===== src/rtl/dds_voice_alloc_pkg.sv =====
// Shared constants and FSM state type for the DDS voice allocator.
// Waveform codes match the counter output mux select encoding.
package dds_pkg;

    localparam int NOTE_W = 7;
    localparam int WAVE_W = 3;

    localparam logic [WAVE_W-1:0] WAVE_SAW        = 3'd0;
    localparam logic [WAVE_W-1:0] WAVE_REVSAW     = 3'd1;
    localparam logic [WAVE_W-1:0] WAVE_TRIANGL    = 3'd2;
    localparam logic [WAVE_W-1:0] WAVE_MEANDER    = 3'd3;
    localparam logic [WAVE_W-1:0] WAVE_MEANDER025 = 3'd4;

    typedef enum logic [1:0] {
        IDLE  = 2'd0,
        SCAN  = 2'd1,
        APPLY = 2'd2
    } alloc_state_e;

endpackage


===== src/rtl/dds_voice_slot.sv =====
// One DDS voice: note/wave/gate registers plus a saturating age counter.
// Only gated voices age; a load restarts the age at zero.
module dds_voice_slot
    import dds_pkg::*;
#(
    parameter int NOTE_W = dds_pkg::NOTE_W,
    parameter int AGE_W  = 4
) (
    input  logic              clk,
    input  logic              reset,
    input  logic              load,
    input  logic              rel,
    input  logic              age_inc,
    input  logic              age_clr,
    input  logic [NOTE_W-1:0] load_note,
    input  logic [WAVE_W-1:0] load_wave,
    output logic [NOTE_W-1:0] note,
    output logic [WAVE_W-1:0] wave,
    output logic              gate,
    output logic [AGE_W-1:0]  age
);

    localparam logic [AGE_W-1:0] AGE_MAX = {AGE_W{1'b1}};

    always_ff @(posedge clk) begin
        if (reset) begin
            note <= '0;
            wave <= '0;
            gate <= 1'b0;
            age  <= '0;
        end else begin
            if (load) begin
                note <= load_note;
                wave <= load_wave;
                gate <= 1'b1;
            end else if (rel) begin
                gate <= 1'b0;
            end
            if (age_clr) begin
                age <= '0;
            end else if (age_inc && gate && (age != AGE_MAX)) begin
                age <= age + 1'b1;
            end
        end
    end

endmodule


===== src/rtl/dds_voice_alloc.sv =====
// Polyphonic voice allocator: accepts note events (valid/ready) and scans the voices
// one per cycle before applying. Stealing is enabled by DDS_VOICE_ALLOC_STEAL_EN.
module dds_voice_alloc
    import dds_pkg::*;
#(
    parameter int NUM_VOICES = 4,
    parameter int NOTE_W     = dds_pkg::NOTE_W,
    parameter int AGE_W      = 4
) (
    input  logic                         clk,
    input  logic                         reset,
    input  logic                         ev_valid,
    output logic                         ev_ready,
    input  logic                         ev_on,
    input  logic [NOTE_W-1:0]            ev_note,
    input  logic [2:0]                   ev_wave,
    output logic [NUM_VOICES*NOTE_W-1:0] voice_note,
    output logic [NUM_VOICES*3-1:0]      voice_wave,
    output logic [NUM_VOICES-1:0]        voice_gate,
    output logic                         steal_pulse,
    output logic                         drop_pulse
);

    localparam int IDX_W = (NUM_VOICES > 1) ? $clog2(NUM_VOICES) : 1;
    localparam logic [IDX_W-1:0] LAST_IDX = IDX_W'(NUM_VOICES - 1);

    // Handshake: an event transfers on a clock edge where ev_valid && ev_ready.
    alloc_state_e state, state_nx;

    logic [IDX_W-1:0]            scan_idx;
    logic                        lat_on;
    logic [NOTE_W-1:0]           lat_note;
    logic [WAVE_W-1:0]           lat_wave;
    logic                        match_found, free_found;
    logic [IDX_W-1:0]            match_idx, free_idx, tgt_idx;
    logic                        accept, do_alloc, apply_drop;
    logic [NUM_VOICES-1:0]       load_v, rel_v, inc_v;
    logic [NOTE_W-1:0]           slot_note [NUM_VOICES];
    logic [NUM_VOICES-1:0]       slot_gate;
    logic [NUM_VOICES*AGE_W-1:0] ages_flat;
    logic [NOTE_W-1:0]           cur_note;
    logic                        cur_gate;

    assign ev_ready = (state == IDLE) && !reset;
    assign accept   = ev_valid && ev_ready;
    assign cur_note = slot_note[scan_idx];
    assign cur_gate = slot_gate[scan_idx];

`ifdef DDS_VOICE_ALLOC_STEAL_EN
    logic                 old_found, apply_steal;
    logic [IDX_W-1:0]     old_idx;
    logic [AGE_W-1:0]     old_age, cur_age;
    assign cur_age = ages_flat[scan_idx*AGE_W +: AGE_W];
`else
    logic unused_age;
    assign unused_age  = ^ages_flat;
    assign steal_pulse = 1'b0;
`endif

    always_ff @(posedge clk) begin
        if (reset) state <= IDLE;
        else       state <= state_nx;
    end

    always_comb begin
        state_nx = state;
        case (state)
            IDLE:    if (accept) state_nx = SCAN;
            SCAN:    if (scan_idx == LAST_IDX) state_nx = APPLY;
            APPLY:   state_nx = IDLE;
            default: state_nx = IDLE;
        endcase
    end

    always_ff @(posedge clk) begin
        if (reset) begin
            scan_idx    <= '0;
            lat_on      <= 1'b0;
            lat_note    <= '0;
            lat_wave    <= '0;
            match_found <= 1'b0;
            match_idx   <= '0;
            free_found  <= 1'b0;
            free_idx    <= '0;
`ifdef DDS_VOICE_ALLOC_STEAL_EN
            old_found   <= 1'b0;
            old_idx     <= '0;
            old_age     <= '0;
`endif
        end else if (state == IDLE) begin
            if (accept) begin
                scan_idx    <= '0;
                lat_on      <= ev_on;
                lat_note    <= ev_note;
                lat_wave    <= ev_wave;
                match_found <= 1'b0;
                free_found  <= 1'b0;
`ifdef DDS_VOICE_ALLOC_STEAL_EN
                old_found   <= 1'b0;
`endif
            end
        end else if (state == SCAN) begin
            scan_idx <= scan_idx + 1'b1;
            if (cur_gate && (cur_note == lat_note) && !match_found) begin
                match_found <= 1'b1;
                match_idx   <= scan_idx;
            end
            if (!cur_gate && !free_found) begin
                free_found <= 1'b1;
                free_idx   <= scan_idx;
            end
`ifdef DDS_VOICE_ALLOC_STEAL_EN
            // Strict greater-than keeps the lowest index on equal ages.
            if (cur_gate && (!old_found || (cur_age > old_age))) begin
                old_found <= 1'b1;
                old_idx   <= scan_idx;
                old_age   <= cur_age;
            end
`endif
        end
    end

    always_comb begin
        load_v     = '0;
        rel_v      = '0;
        inc_v      = '0;
        do_alloc   = 1'b0;
        apply_drop = 1'b0;
        tgt_idx    = '0;
`ifdef DDS_VOICE_ALLOC_STEAL_EN
        apply_steal = 1'b0;
`endif
        if (state == APPLY) begin
            if (lat_on) begin
                if (match_found) begin
                    do_alloc = 1'b1;
                    tgt_idx  = match_idx;
                end else if (free_found) begin
                    do_alloc = 1'b1;
                    tgt_idx  = free_idx;
                end else begin
`ifdef DDS_VOICE_ALLOC_STEAL_EN
                    do_alloc    = 1'b1;
                    tgt_idx     = old_idx;
                    apply_steal = 1'b1;
`else
                    apply_drop  = 1'b1;
`endif
                end
            end else if (match_found) begin
                rel_v[match_idx] = 1'b1;
            end else begin
                apply_drop = 1'b1;
            end
            if (do_alloc) begin
                for (int i = 0; i < NUM_VOICES; i++) begin
                    if (IDX_W'(i) == tgt_idx) load_v[i] = 1'b1;
                    else                      inc_v[i]  = 1'b1;
                end
            end
        end
    end

    always_ff @(posedge clk) begin
        if (reset) begin
            drop_pulse  <= 1'b0;
`ifdef DDS_VOICE_ALLOC_STEAL_EN
            steal_pulse <= 1'b0;
`endif
        end else begin
            drop_pulse  <= apply_drop;
`ifdef DDS_VOICE_ALLOC_STEAL_EN
            steal_pulse <= apply_steal;
`endif
        end
    end

    for (genvar i = 0; i < NUM_VOICES; i++) begin : g_slot
        dds_voice_slot #(
            .NOTE_W (NOTE_W),
            .AGE_W  (AGE_W)
        ) u_slot (
            .clk       (clk),
            .reset     (reset),
            .load      (load_v[i]),
            .rel       (rel_v[i]),
            .age_inc   (inc_v[i]),
            .age_clr   (load_v[i]),
            .load_note (lat_note),
            .load_wave (lat_wave),
            .note      (slot_note[i]),
            .wave      (voice_wave[i*3 +: 3]),
            .gate      (slot_gate[i]),
            .age       (ages_flat[i*AGE_W +: AGE_W])
        );
        assign voice_note[i*NOTE_W +: NOTE_W] = slot_note[i];
    end

    assign voice_gate = slot_gate;

endmodule


===== config.mk =====
export PLATFORM = sky130hd
export DESIGN_NAME = dds_voice_alloc
export DESIGN_NICKNAME = d
export VERILOG_FILES = /design/src/rtl/dds_voice_alloc_pkg.sv /design/src/rtl/dds_voice_slot.sv /design/src/rtl/dds_voice_alloc.sv
export SDC_FILE = /design/constraint.sdc
export NUM_CORES = 1
export LEC_CHECK = 0
export CELL_PAD_IN_SITES_DETAIL_PLACEMENT = 1
export CELL_PAD_IN_SITES_GLOBAL_PLACEMENT = 1
export CORE_UTILIZATION = 38
export DETAILED_ROUTE_END_ITERATION = 16
export GPL_ROUTABILITY_DRIVEN = 1
export MAX_ROUTING_LAYER = met4
export PLACE_DENSITY_LB_ADDON = 0.1
export SLEW_MARGIN = 20
export SYNTH_ARGS = -nofsm -noshare
export SYNTH_HDL_FRONTEND = slang
export SYNTH_HIERARCHICAL = 1
export SYNTH_SLANG_ARGS = --single-unit
export TNS_END_PERCENT = 30

===== constraint.sdc =====
create_clock -name clk -period 2.5 [get_ports clk]
set_input_delay 0.5 -clock clk [delete_from_list [all_inputs] [get_ports clk]]
set_output_delay 0.5 -clock clk [all_outputs]
set_load 0.01 [all_outputs]

==> impl_results.md, run 1 <==
* Outcome: finished, final reports clean
* Crit-path max cell delay at 0.52 ns
* Area growth from synthesis to layout at 34.6%
* Clk pin slew, worst setup/hold paths at 0.07 ns
* CP max FO at 6
* CORE AREA at 6940 sq um
* DRT Pass-1 Iters at 4
* Mean Syn Cell Area at between 9 and 10 sq um
* Top delay family on crit path: multiplexers
* P_leak at 1.29 nW
* Minimum clock period at around 2.2 ns
* Netlist Area Pre-Place at 2790 sq um
* CP Buf/Inv Count at 1
* Via-per-instance ratio at 4.97
* Post-Route Utilization at 0.540
* Detailed Route WL at 7.36 mm
* Busiest layer in global routing: met2
* Post-CTS Setup Bufs at 0
* Worst skew pair latency at 0.34 ns
* Routing usage on met2 at 0.325
* Max-cap violations at 0
* Root Driver: clkbuf_8
* Reg2reg path depth at 6
* M1 GR Usage at 0.282
* Crit-path cells: buf_4, mux4_2, xnor2_1, nand4_1, nor4_4, mux2i_1
* Power Density at about 590 nW/um^2
* Final Max Slew Viols at 0
* Endpoint type of the worst setup path: register
* Setup WS post-layout at 0.348 ns
* First-pass GRT wire length at 12.0 mm
* Final period utilization at 0.861
* Via count at 2242
* I/O pins at 61
* Number of H-tree levels at 3
* DP Worst Slack at 0.353 ns
* Worst min-delay path category: reg -> reg
* Hpwl dp at around 5.0 mm
* Post-CTS resize count at 0
* Grt ovf at 0
* Placer Congestion at between 0.7 and 0.8
* Startpoint types: register
* ANT cells at 0
* DRC viols at 0
* Met3 global-route usage at 0.0509
* Slew @ Worst Pin at 0.665 ns
* Yosys warns at 6
* Initial antenna violation count at 0
* Initial core utilization at 0.401
* Filler cells at roughly 790
* Final setup fails at 0
* Chip height at between 80 and 90 um
* Number of global-route vias before repair at 2298
* DRT iter0 DRCs at 51
* Layout cells sized above 1 at 0.115
* Die X at 87.6 um
* Final ANT Viol Nets at 0
* Critical path class: reg -> reg
* CTS buffer count at 9
* Largest net degree at the start of global routing at 69
* # clock sinks at 66
* Hold depth at 1
* Hold Buf Count CTS at 0
* Syn_nets at about 300
* Total GRT Usage at 0.217
* WP depth at 6
* Clk_skew at 0.00919 ns
* Clock tree from TritonCTS: yes
* Worst slew margin at 0.557
* Mapped Cells at 284
* Arrival time at the worst endpoint at about 2.4 ns
* Wirelength per Cell at approximately 16 um
* Final Hold Violating Endpoints at 0
* WP data required at 2.76 ns
* Peak VDD IR at 365 uV
* Fmax achieved at 465 MHz
* Total power at around 2.2 mW
* CP max stage cell: mux4_2
* DIE AREA at 7680 sq um
* # nets final at 365
* Setup Total Neg Slack at 0 ns
* Clk buf depth at 2
* IO buf count at 59
* Unrepaired setup endpoints after global routing: no
* Num rows at 30
power breakdown:
| part | leakage, nW | switching (mW) | internal (mW) | total [mW] |
|---|---|---|---|---|
| logic | 0.648 | 0.0546 | 0.0554 | 0.110 |
| clock network | 0.109 | 0.407 | 0.586 | 0.992 |
| registers | 0.534 | 0.0298 | 1.07 | 1.10 |
| total | 1.29 | 0.491 | 1.71 | 2.20 |
sequential cells by signal, summed over array words and instances, names as in the netlist:
| name | count |
|---|---|
| lat_on | 1 |
| lat_wave | 3 |
| lat_note | 7 |
| drop_pulse | 1 |
| g_slot.u_slot/wave | 12 |
| g_slot.u_slot/note | 28 |
| match_found | 1 |
| match_idx | 2 |
| state | 2 |
| free_found | 1 |
| scan_idx | 2 |
| free_idx | 2 |
| g_slot.u_slot/gate | 4 |
layer usage:
layer  routed length (um)  vias up
met4                  129        0
met1                 3520     1083
li1                     -     1090
met3                  316       14
met5                    0        -
met2                 3390       55
through the flow:
stage	instance area (sq um)	hold WS (ns)	cells
after global placement	3530	0.477	435
after detailed placement	3530	0.486	435
after global routing	3750	0.533	451
after CTS	3750	0.508	451
after floorplan	2790	0.457	284
final	3750	0.499	451
cell type report:
class	count	area (sq um)	share of cell area
Multi-Input combinational cell	196	1380	0.368
Sequential cell	66	1320	0.352
Timing Repair Buffer	71	688	0.183
Clock buffer	11	141	0.0377
Tap cell	96	120	0.0320
Clock inverter	5	77.6	0.0207
Inverter	6	22.5	0.00600
worst reg2reg max path, delay by kind of cell (launching register included):
kind	cells	cell delay, ns
xor gates and xnor gates	1	0.18
buffers and inverters	1	0.23
DFF	1	0.48
muxes	2	0.76
and+or+nand+nor	2	0.42
cells in the final DEF (no fill, tap or decap), drive strengths merged, types with 2 or more instances in the layout:
cell type	n
a21oi	8
and2	2
buf	13
bufinv	2
clkbuf	11
clkdlybuf4s50	58
clkinv	2
dfxtp	66
inv	6
mux2i	45
mux4	8
nand2	19
nand2b	18
nor2	57
nor3	6
nor4	2
o21ai	12
xnor2	5
xor2	2
worst paths after layout:
check                                         startpoint                   endpoint  slack [ns]
worst max-delay path            scan_idx[0]$_SDFFE_PP0P_  match_idx[1]$_SDFFE_PP0P_        0.35
worst min-delay path               state[1]$_SDFFE_PP0P_      state[0]$_SDFFE_PP0P_        0.50
worst max register to register  scan_idx[0]$_SDFFE_PP0P_  match_idx[1]$_SDFFE_PP0P_        0.35
worst min register to register     state[1]$_SDFFE_PP0P_      state[0]$_SDFFE_PP0P_        0.50
(Power assumes the default switching activity.)
==> run 2, diff against run 1 <==
--- a/config.mk
+++ b/config.mk
@@ -7,7 +7,7 @@
 export LEC_CHECK = 0
 export CELL_PAD_IN_SITES_DETAIL_PLACEMENT = 1
 export CELL_PAD_IN_SITES_GLOBAL_PLACEMENT = 1
-export CORE_UTILIZATION = 38
+export CORE_UTILIZATION = 37
 export DETAILED_ROUTE_END_ITERATION = 16
 export GPL_ROUTABILITY_DRIVEN = 1
 export MAX_ROUTING_LAYER = met4
==> constraint.sdc (replaced) <==
create_clock -name clk -period 1.8 [get_ports clk]
set_input_delay 0.36 -clock clk [delete_from_list [all_inputs] [get_ports clk]]
set_output_delay 0.36 -clock clk [all_outputs]
set_load 0.01 [all_outputs]
==> run 2 against run 1 <==
  * Fmax increased by 11%
  * Hold slack worse by 0.052 ns
  * The run now ends with setup timing left
  * Final cell count is 0.89% higher
  * Power up 22%
==> impl_results.md, run 2 (synthesis results as in run 1) <==
* Outcome: finished with violations
* Failing checks: setup timing
* First-pass GRT wire length at 11.3 mm
* Total power at 2.69 mW
* Worst hold slack at 0.446 ns
* Final Hold Violating Endpoints at 0
* Post-CTS Setup Bufs at 0
* Crit-path cells: buf_4, mux4_2, xnor2_2, nand3_2, nor4_4, mux2i_1
* Max-cap violations at 0
* # clock sinks at 66
* Slew @ Worst Pin at 0.652 ns
* IO buf count at a little under 60
* Final period utilization at 1.08
* Setup WS post-layout at -0.137 ns
* Max reg flops at 28
* WHS Endpoint: free_found$_SDFFE_PP0P_
* # nets final at 369
* CP max stage cell: mux4_2
* Filler cells at about 830
* Hold Buf Count CTS at 0
* Largest regs: g_slot.u_slot/note: 28 flops, g_slot.u_slot/wave: 12 flops, lat_note: 7 flops
* Root Driver: clkbuf_8
* Area growth from synthesis to layout at 35.3%
* Hpwl dp at 4.99 mm
* Final ANT Viol Nets at 0
* ANT cells at 0
* Crit-path max cell delay at 0.51 ns
* Endpoint type of the worst setup path: register
* Area occupied by multi-input gates at 1410 sq um
* Worst slew margin at 0.565
* Arrival time at the worst endpoint at 2.20 ns
* Clk pin slew, worst setup/hold paths at ~0.070 ns
* Startpoint types: register
* HP Start: reset
* Fmax achieved at 516 MHz
* Chip height at slightly below 90 um
* R2r setup slk at -0.14 ns
* Inst Count DP at 442
* Number of global-route vias before repair at between 2000 and 2500
* Placer Congestion at roughly 0.74
* Worst min-delay path category: in -> reg
* Num rows at 31
* DIE AREA at 7880 sq um
* Grt ovf at 0
* Minimum clock period at 1.94 ns
* Commonest non-fill, non-tap cell in the layout: dfxtp_1
* DRT iter0 DRCs at 62
* Via-per-instance ratio at 4.88
* Clk buf depth at 2
* Reg2reg path depth at 6
* Layout cells sized above 1 at 0.135
* CP max FO at 4
* Number of H-tree levels at 3
* Hold depth at 5
* Final Max Slew Viols at 0
* P_leak at 1.29 nW
* CTS buffer count at 9
* DRT Pass-1 Iters at 4
* Unrepaired setup endpoints after global routing: yes
* FF/Latch Area at 1330 sq um
* Final setup fails at 3
* Clk_skew at 0.00391 ns
* Peak VDD IR at 455 uV
* I/O pins at 61
* Critical path class: reg -> reg
* Die X at 88.8 um
* DRC viols at 0
* Initial antenna violation count at 0
* Total GRT Usage at 0.204
* Wirelength per Cell at 15.6 um
* Detailed Route WL at between 7 and 8 mm
* Via count at about 2200
* Power Density at 713 nW/um^2
* WP data required at slightly above 2 ns
* Clock tree from TritonCTS: yes
* Worst skew pair latency at between 0.3 and 0.4 ns
* CORE AREA at 7250 sq um
* Reg2reg end: match_idx[0]$_SDFFE_PP0P_
* Initial core utilization at 0.384
* FF-to-FF Start: scan_idx[0]$_SDFFE_PP0P_
* Most frequent cells in the layout: dfxtp_1, clkdlybuf4s50_1, nor2_1, mux2i_1, nand2_1
* Largest net degree at the start of global routing at a little under 70
* Most flops, register: g_slot.u_slot/note
* Layout Cells excl Fill at ~460
## run 2: what timing repair did
action                     CTS  global route
gates resized for setup      5             9
setup endpoints to repair    6            41
cloned                       0             0
## run 2: through the flow
stage | utilization | setup TNS [ns] | cell area [sq um] | worst slack [ns]
finish | 0.520 | -0.301 | 3770 | -0.137
global route | 0.520 | -0.671 | 3770 | -0.248
CTS | 0.516 | -0.359 | 3740 | -0.165
detailed placement | 0.495 | -0.596 | 3590 | -0.218
global placement | 0.495 | -0.280 | 3590 | -0.117
floorplan | - | -0.0788 | 2790 | -0.0394
## run 2: worst max-delay path by stage
stage                                  start                        end  cells past startpoint
detailed placement  scan_idx[0]$_SDFFE_PP0P_  match_idx[0]$_SDFFE_PP0P_                      6
finish              scan_idx[0]$_SDFFE_PP0P_  match_idx[0]$_SDFFE_PP0P_                      6
global route        scan_idx[0]$_SDFFE_PP0P_  match_idx[0]$_SDFFE_PP0P_                      6
floorplan           scan_idx[0]$_SDFFE_PP0P_  match_idx[0]$_SDFFE_PP0P_                      6
global placement    scan_idx[0]$_SDFFE_PP0P_  match_idx[0]$_SDFFE_PP0P_                      6
CTS                 scan_idx[0]$_SDFFE_PP0P_  match_idx[0]$_SDFFE_PP0P_                      6
## run 2: worst max-delay path, delay by kind of cell (launching register included)
family	cells	cell delay, ns
XOR/XNOR	1	0.15
buffers and inverters	1	0.11
multiplexers	2	0.74
AND/OR/NAND/NOR	2	0.50
flip-flops	1	0.36
## run 2: metal layers
layer / track usage / share of wire / up-vias
li1: - / - / 1095
met1: 0.248 / 0.46 / 1078
met5: - / 0 / -
met2: 0.334 / 0.49 / 39
met4: 0.0484 / 0.0086 / 0
met3: 0.0560 / 0.039 / 7
## run 2: where the power goes
group	switching (mW)	internal (mW)
Combinational	0.0842	0.0924
Sequential	0.0385	1.48
Clock	0.514	0.477
## run 2: final cells by class
type / count / share of cell area
clock inverters: 1 / 0.00133
flip-flops and latches: 66 / 0.352
repair buffers: 75 / 0.198
clock buffers: 12 / 0.0358
inverters: 6 / 0.00597
multi-input cells: 196 / 0.375
well taps: 99 / 0.0328
